<file path="src/rtl/skinny_sbox_layer_dom1_serial.sv">
// Byte-serial first-order DOM-masked SKINNY 8-bit S-box layer over a 128-bit two-share state.
// Optional: define SKINNY_SHARE_CLEAR_EN to wipe shares and refresh r_q on the output handshake.

module skinny_sbox8_dom1_non_pipelined #(
  parameter int unsigned SBOX_LAT = 4
) (
  input  logic       clk,
  input  logic       rst,
  input  logic [7:0] si0,
  input  logic [7:0] si1,
  input  logic [7:0] r,
  output logic [7:0] so0,
  output logic [7:0] so1
);

  function automatic logic [7:0] perm(input logic [7:0] x);
    return {x[2], x[1], x[7], x[6], x[4], x[0], x[3], x[5]};
  endfunction

  function automatic logic [7:0] swap12(input logic [7:0] x);
    return {x[7:3], x[1], x[2], x[0]};
  endfunction

  logic [7:0] x0 [5];
  logic [7:0] x1 [5];

  assign x0[0] = si0;
  assign x1[0] = si1;

  // Each round: two NOR gates (bits 7|6 -> 4, 3|2 -> 0) as DOM ANDs of inverted inputs.
  // Rounds are registered while the next capture is still ahead, so the core settles in
  // exactly SBOX_LAT cycles; the layer's capture register closes the last round.
  for (genvar k = 0; k < 4; k++) begin : g_round
    logic [1:0] u0, u1, v0, v1, rb;
    logic [1:0] in0, in1, cr0, cr1;
    logic [1:0] z0, z1;
    logic [7:0] m0, m1;

    assign u0  = ~{x0[k][7], x0[k][3]};
    assign u1  = {x1[k][7], x1[k][3]};
    assign v0  = ~{x0[k][6], x0[k][2]};
    assign v1  = {x1[k][6], x1[k][2]};
    assign rb  = r[2*k +: 2];
    assign in0 = u0 & v0;
    assign in1 = u1 & v1;
    assign cr0 = (u0 & v1) ^ rb;
    assign cr1 = (u1 & v0) ^ rb;

    if (k + 1 < SBOX_LAT) begin : g_reg
      logic [1:0] in0_q, in1_q, cr0_q, cr1_q;
      always_ff @(posedge clk) begin
        if (rst) begin
          in0_q <= '0;
          in1_q <= '0;
          cr0_q <= '0;
          cr1_q <= '0;
        end else begin
          in0_q <= in0;
          in1_q <= in1;
          cr0_q <= cr0;
          cr1_q <= cr1;
        end
      end
      assign z0 = in0_q ^ cr0_q;
      assign z1 = in1_q ^ cr1_q;
    end else begin : g_comb
      assign z0 = in0 ^ cr0;
      assign z1 = in1 ^ cr1;
    end

    assign m0 = x0[k] ^ {3'b000, z0[1], 3'b000, z0[0]};
    assign m1 = x1[k] ^ {3'b000, z1[1], 3'b000, z1[0]};

    if (k < 3) begin : g_perm
      assign x0[k+1] = perm(m0);
      assign x1[k+1] = perm(m1);
    end else begin : g_swap
      assign x0[k+1] = swap12(m0);
      assign x1[k+1] = swap12(m1);
    end
  end

  assign so0 = x0[4];
  assign so1 = x1[4];

endmodule

module skinny_sbox_layer_dom1_serial #(
  parameter int unsigned SBOX_LAT = 4
) (
  input  logic         clk,
  input  logic         rst,
  input  logic         in_valid,
  output logic         in_ready,
  input  logic [127:0] s0_in,
  input  logic [127:0] s1_in,
  input  logic [7:0]   rnd,
  output logic         rnd_req,
  output logic         out_valid,
  input  logic         out_ready,
  output logic [127:0] s0_out,
  output logic [127:0] s1_out
);

  typedef enum logic [1:0] {StIdle, StRun, StDone} state_e;

  localparam logic [3:0] LatLast = 4'(SBOX_LAT - 1);

  state_e       state_q, state_d;
  logic [127:0] sh0_q, sh0_d, sh1_q, sh1_d;
  logic [7:0]   r_q, r_d;
  logic [3:0]   byte_cnt_q, byte_cnt_d;
  logic [3:0]   lat_cnt_q, lat_cnt_d;
  logic [7:0]   so0, so1;

  skinny_sbox8_dom1_non_pipelined #(
    .SBOX_LAT(SBOX_LAT)
  ) u_sbox (
    .clk(clk),
    .rst(rst),
    .si0(sh0_q[127:120]),
    .si1(sh1_q[127:120]),
    .r  (r_q),
    .so0(so0),
    .so1(so1)
  );

  always_comb begin
    state_d    = state_q;
    sh0_d      = sh0_q;
    sh1_d      = sh1_q;
    r_d        = r_q;
    byte_cnt_d = byte_cnt_q;
    lat_cnt_d  = lat_cnt_q;
    in_ready   = 1'b0;
    out_valid  = 1'b0;
    rnd_req    = 1'b0;
    unique case (state_q)
      StIdle: begin
        in_ready = 1'b1;
        if (in_valid) begin
          sh0_d      = s0_in;
          sh1_d      = s1_in;
          r_d        = rnd;
          rnd_req    = 1'b1;
          byte_cnt_d = '0;
          lat_cnt_d  = '0;
          state_d    = StRun;
        end
      end
      StRun: begin
        lat_cnt_d = lat_cnt_q + 4'd1;
        if (lat_cnt_q == LatLast) begin
          // Rotate left by a byte: after 16 captures the cell order is restored.
          sh0_d     = {sh0_q[119:0], so0};
          sh1_d     = {sh1_q[119:0], so1};
          lat_cnt_d = '0;
          if (byte_cnt_q == 4'd15) begin
            state_d = StDone;
          end else begin
            byte_cnt_d = byte_cnt_q + 4'd1;
            r_d        = rnd;
            rnd_req    = 1'b1;
          end
        end
      end
      StDone: begin
        out_valid = 1'b1;
        if (out_ready) begin
          state_d = StIdle;
`ifdef SKINNY_SHARE_CLEAR_EN
          sh0_d   = '0;
          sh1_d   = '0;
          r_d     = rnd;
          rnd_req = 1'b1;
`else
          sh0_d   = sh0_q;
          sh1_d   = sh1_q;
`endif
        end
      end
      default: state_d = StIdle;
    endcase
  end

  always_ff @(posedge clk) begin
    if (rst) begin
      state_q    <= StIdle;
      sh0_q      <= '0;
      sh1_q      <= '0;
      r_q        <= '0;
      byte_cnt_q <= '0;
      lat_cnt_q  <= '0;
    end else begin
      state_q    <= state_d;
      sh0_q      <= sh0_d;
      sh1_q      <= sh1_d;
      r_q        <= r_d;
      byte_cnt_q <= byte_cnt_d;
      lat_cnt_q  <= lat_cnt_d;
    end
  end

  // Gated so intermediate shares never leave the block.
  assign s0_out = out_valid ? sh0_q : '0;
  assign s1_out = out_valid ? sh1_q : '0;

endmodule

</file>
<file path="config.mk">
export PLATFORM = sky130hd
export DESIGN_NAME = skinny_sbox_layer_dom1_serial
export DESIGN_NICKNAME = d
export VERILOG_FILES = /design/src/rtl/skinny_sbox_layer_dom1_serial.sv
export SDC_FILE = /design/constraint.sdc
export NUM_CORES = 1
export LEC_CHECK = 0
export ABC_CLOCK_PERIOD_IN_PS = 4050
export CAP_MARGIN = 20
export CORE_AREA = 2 2 204 206
export DETAILED_ROUTE_END_ITERATION = 8
export DIE_AREA = 0 0 206 208
export PLACE_DENSITY = 0.64
export RECOVER_POWER = 50
export SLEW_MARGIN = 15
export SYNTH_ARGS = -nofsm -noshare
export SYNTH_HDL_FRONTEND = slang
export SYNTH_SLANG_ARGS = --single-unit
</file>
<file path="constraint.sdc">
create_clock -name clk -period 4.05 [get_ports clk]
set_clock_uncertainty 0.1 [all_clocks]
set_input_delay 0.6075 -clock clk [delete_from_list [all_inputs] [get_ports clk]]
set_output_delay 0.6075 -clock clk [all_outputs]
set_load 0.005 [all_outputs]
</file>
After elaboration in Yosys (flattened, before gate mapping)
Index checks and enable logic that the tools add are counted.
- flip-flop bits (word level): 298
- latch bits: 0
- memory bits (writable): 0
- ROM bits: 0
- input port bits: 268
- output and inout bits: 259
- memories kept: 0
- add/subtract/negate cells: 2
- $mul: 0
- divide/modulo/power cells: 0
- magnitude comparators: 0
- eq/ne operators: 9
- shift operators: 0
- mux-type cells: 29
- bitwise operators: 48
- reduce and logical (&&, ||, !) cells: 6
- operators with widths (operator ; count):
    $mux 128 ; 6
    $pmux 128 s2 ; 2
    $xor 8x5->8 ; 8
    $and 2x2->2 ; 16
    $xor 2x2->2 ; 16
    $mux 8 ; 3
    $mux 4 ; 4
    $not 2->2 ; 8
    $pmux 4 s2 ; 2
    $pmux 8 s2 ; 1
    $ne 2x2->1 const B ; 5
    $add 4x1->4 const B ; 2
    $mux 2 ; 4
    $reduce_and 4->1 ; 2
    $pmux 2 s3 ; 1
    $mux 1 ; 5
    $eq 4x2->1 const B ; 1
    $eq 4x4->1 const B ; 1
    $reduce_and 3->1 ; 1
    $eq 2x1->1 const B ; 1
    $eq 2x2->1 const B ; 1
    $logic_not 2->1 ; 1
    $pmux 1 s2 ; 1
    $reduce_and 2->1 ; 1
    $reduce_bool 2->1 ; 1

Depth between registers and ports, before layout
- depth in word-level cells: 11
- mapped depth: 8
- mapped depth without buffers: 5

Hierarchy
A second synthesis with hierarchy kept.
- cells, all modules: 1925
- area total of the unflattened synthesis: 14570.2 µm²
- modules (own cells, without submodules) (module ; instances ; cells each ; area each (µm²)):
    skinny_sbox_layer_dom1_serial ; 1 ; 1808 ; 13409.1
    skinny_sbox8_dom1_non_pipelined ; 1 ; 117 ; 1161.1

Worst setup path before layout
OpenSTA, ideal clock, no wires.
- kind: reg2out
- start: reg lat_cnt_q[0]
- end: out rnd_req
- data arrival time: 1.344 ns
- required time: 3.342 ns
- setup slack: 1.999 ns
- cell stages (with the launch flop): 6
- path buffers: 1
- path through: dfxtp_1 -> ha_1 -> nor3b_2 -> a31oi_2 -> buf_2 -> inv_1
- cells in the longest elaborated chain, start to end: 3
- RTL lines (item ; line ; source):
    start: declaration ; 113 ; logic [3:0] lat_cnt_q, lat_cnt_d;
    start signal: assignment ; 200 ; lat_cnt_q <= lat_cnt_d;
    $eq 4x2->1 ; 153 ; if (lat_cnt_q == LatLast) begin
    $mux 1 ; 153 ;
    $pmux 1 s2 ; 138 ; unique case (state_q)
    end: declaration ; 98 ; output logic rnd_req,
No other way between the ends.

Worst setup path after layout
- start: reg state_q[0]
- end: reg lat_cnt_q[2]
- cells in the longest elaborated chain, start to end: 3
- elaborated cells on any way between the ends: 6
- those cells by class: eq/ne: 2; mux: 1; reduce/logical: 3
- RTL lines (item ; line ; source):
    start: declaration ; 109 ; state_e state_q, state_d;
    start signal: assignment ; 188 ; state_q <= StIdle;
    start signal: assignment ; 195 ; state_q <= state_d;
    $eq 2x1->1 or $logic_not 2->1 (tied branches) ; 138 ;
    $reduce_bool 2->1 (no line) or $ne 2x2->1 (tied branches) ; - ;
    $reduce_and 2->1 (no line) ; - ;
Parallel ways exist; a longest one is shown, timed or not.
A chain may end at the register's enable or synchronous reset.

==> results.tsv <==
stage	metric	value	unit
synthesis	syn_inst	1904	
critical_path	crit_type	flop to flop	
critical_path	critPathSlowestCell	clkbuf_2	
critical_path	arrival	3.91	ns
synthesis	yosysTopAreaCellShare	0.407	
place	dp_slack	0.832	ns
pwr	power_switching	2.27	mW
cells_and_area	fin_cells	2877	
clocking	cts_max_path_buffers	3	
pwr	power.internal	5.79	mW
route	routed_wl	56.8	mm
synthesis	synth_edf_count	0	
critical_path	critPathTopFamily	buffers and inverters	
global_route	grt.overflow.total	0	
route	drtIter0Drc	1043	
synthesis	synth-seq-area-share	0.407	
cells_and_area	fillerInstances	3960	
global_route	grt-busiest-layer	met2	
global_route	grt_pass1_vias	14700	
sta	clock.fmax	0.269	GHz
sta	hold_slack	0.385	ns
synthesis	ys_async_sr_fraction	0	
global_route	grt_pass1_wl	85.3	mm
global_route	grt_usage	0.254	
worst_hold_path	hold_path.class	flop to flop	
synthesis	yosysMostFrequentCell	nand2_1	
route	num_vias	15100	
synthesis	yosys.area.top_type	dfxtp_1	
critical_path	worst-path-max-fanout	202	
synthesis	ys_types	42	
pwr	power_frac_comb	0.159	
critical_path	critPathCaptureType	flop	
critical_path	crit_chain	and2b_4, buf_12, clkbuf_2, nor2_1, o21ai_0, a21oi_1	
synthesis	synthesis.area	14600	um2
sta	setup_ws	0.338	ns
clocking	cts.sinks	298	
place	dpl.cell_count	2804	
sta	fin_setup_tns	0	ns
sta	slew_headroom	-0.798	
clocking	worstSkewPairLatency	0.55	ns
synthesis	synth_area_leaders	dfxtp_1 (41%), a311oi_1 (15%), nand2_1 (13%)	
sta	hold_violations	0	
global_route	grt_max_degree	203	
synthesis	synth_seq_cells	298	
synthesis	yosysWarningCount	0	
route	drc	0	
clocking	cts_tree	yes	
die	row_count	74	
flow_run	cap_viol_max_count	1	
pwr	power	8.06	mW
global_route	grt_use_met2	0.419	
critical_path	max_stage_delay	1.01	ns
global_route	use_met1	0.308	
die	die_area	42800	um2
die	initial_core_util	0.361	
synthesis	synth_common_cells	nand2_1 (495), dfxtp_1 (298), nor2_1 (292), and2_1 (256), a311oi_1 (245)	
sta	rsz0062_at_grt	false	
pwr	clockPowerShare	0.411	
pwr	p_seq_frac	0.430	
synthesis	synth_fp_nets	2174	
clocking	post_cts_buffers	0	
global_route	met3_usage	0.0688	
die	die_y	208	um
sta	worst_pin_slew	2.70	ns
route	antenna_left	0	
pwr	leakage	8.00	nW
cells_and_area	layout-drive-gt1-share	0.0376	
cells_and_area	syn2layout_area_growth	45.5	%
route	wl_per_cell	19.8	um
clocking	clk_pin_slew	0.06	ns
die	die_w	206	um
clocking	numCtsBuffers	37	
pwr	vdd_drop_max	0.000219	V
pwr	cellPowerDensity	378	nW/um2
die	ios	527	
sta	drv_slew	122	
pwr	switching_share	0.282	
sta	fin_crit_sh	0.916	
global_route	grt_antenna_before_repair	7	
sta	final-setup-viol-count	0	
place	portBuffers	526	
critical_path	cp-start-kind	flop	
place	dp_hpwl	39.5	mm
critical_path	required	4.25	ns
clocking	cts-hold-fix-buffers	0	
critical_path	cp_num_buf_inv	2	
synthesis	synthFlopType	dfxtp_1	
clocking	ctsResizeCount	0	
cells_and_area	nets	2581	
die	core_area	40600	um2
run_status	violations	max-capacitance violations, max-slew violations	
clocking	h-tree-depth	2	
run_status	status	finished, violations left	
clocking	cts_root_buffer	clkbuf_16	
route	firstDrtPassIters	7	
synthesis	avgSynthCellArea	7.69	um2
sta	period_needed	3.71	ns
place	gp_congestion	0.880	
route	viasPerCell	5.26	
[layout make-up]
type / count / area, um2 / share of cell area
clock inverter: 11 / 114 / 0.00535
multi-input combinational: 1420 / 7870 / 0.370
timing repair buffer: 547 / 5530 / 0.259
sequential: 298 / 5970 / 0.280
inverter: 7 / 26.3 / 0.00123
clock buffer: 56 / 1120 / 0.0525
tap: 532 / 666 / 0.0313
antenna: 6 / 15.0 / 0.000705
[logic make-up (layout without fill, tap and decap cells)]
kind of cell,after synthesis,in the layout,share of synthesized area
AO/OA/AOI/OAI,293,293,0.168
XOR/XNOR,28,28,0.0285
adder cells (fa/ha/maj),2,2,0.00171
buffers and inverters,186,621,0.0566
flip-flops,298,298,0.407
multiplexers,8,8,0.00547
other,0,6,0
AND/OR/NAND/NOR,1089,1089,0.333
[routing by layer]
metal  wire length, um  share of wire  vias to the layer above
li1                  -              -                     7297
met1             22800           0.40                     7170
met2             27100           0.48                      552
met3              4710          0.083                      104
met4              2210          0.039                        2
met5                13        0.00023                        -
[worst min-delay path, stage by stage (launching register included)]
cell	delay (ns)
dfxtp_1	0.32
nand2_1	0.05
a311oi_1	0.07
[state kept, by name, summed over array words and instances, names as in the netlist]
register,count
lat_cnt_q,4
sh0_q,128
r_q,8
state_q,2
u_sbox.g_round.g_reg.cr1_q,6
u_sbox.g_round.g_reg.cr0_q,6
byte_cnt_q,4
u_sbox.g_round.g_reg.in0_q,6
u_sbox.g_round.g_reg.in1_q,6
sh1_q,128
[cells in the final DEF, fill, tap and decap left out, drive strengths merged, types with 6 or more instances in the layout]
master,count
clkinv,8
a311oi,245
mux2i,8
buf,15
clkbuf,63
a211oi,11
nand2,495
and2,256
a21oi,22
xnor2,11
clkdlybuf4s50,524
nor3,8
nor2,292
nor2b,11
dfxtp,298
o21ai,7
diode,6
inv,9
xnor3,7
[path summary, 6_finish.rpt]
kind	cells past startpoint	start	endpoint	slack [ns]
worst max-delay path	6	state_q[0]$_SDFFE_PP0P_	lat_cnt_q[2]$_SDFFE_PP0P_	0.34
worst min-delay path	2	sh1_q[50]$_SDFFE_PP0P_	sh1_q[58]$_SDFFE_PP0P_	0.39
worst min register to register	2	sh1_q[50]$_SDFFE_PP0P_	sh1_q[58]$_SDFFE_PP0P_	0.39
worst max register to register	6	state_q[0]$_SDFFE_PP0P_	lat_cnt_q[2]$_SDFFE_PP0P_	0.34
[per-stage QoR]
step,utilization,area (um2)
after CTS,0.526,21400
after floorplan,-,14600
after detailed placement,0.496,20100
after global routing,0.525,21300
after global placement,0.496,20100
final,0.525,21300
[power groups by stage]
| stage | combinational (mW) | sequential, mW | clock [mW] |
|---|---|---|---|
| 2_1_floorplan | 0.829 | 3.39 | 0 |
| 3_3_place_gp | 1.25 | 3.52 | 0 |
| 3_5_place_dp | 1.28 | 3.52 | 0 |
| 4_1_cts | 1.29 | 3.46 | 3.41 |
| 5_1_grt | 1.42 | 3.49 | 3.52 |
| 6_report | 1.28 | 3.47 | 3.32 |
Note: power is estimated with default switching activity, not from simulation.
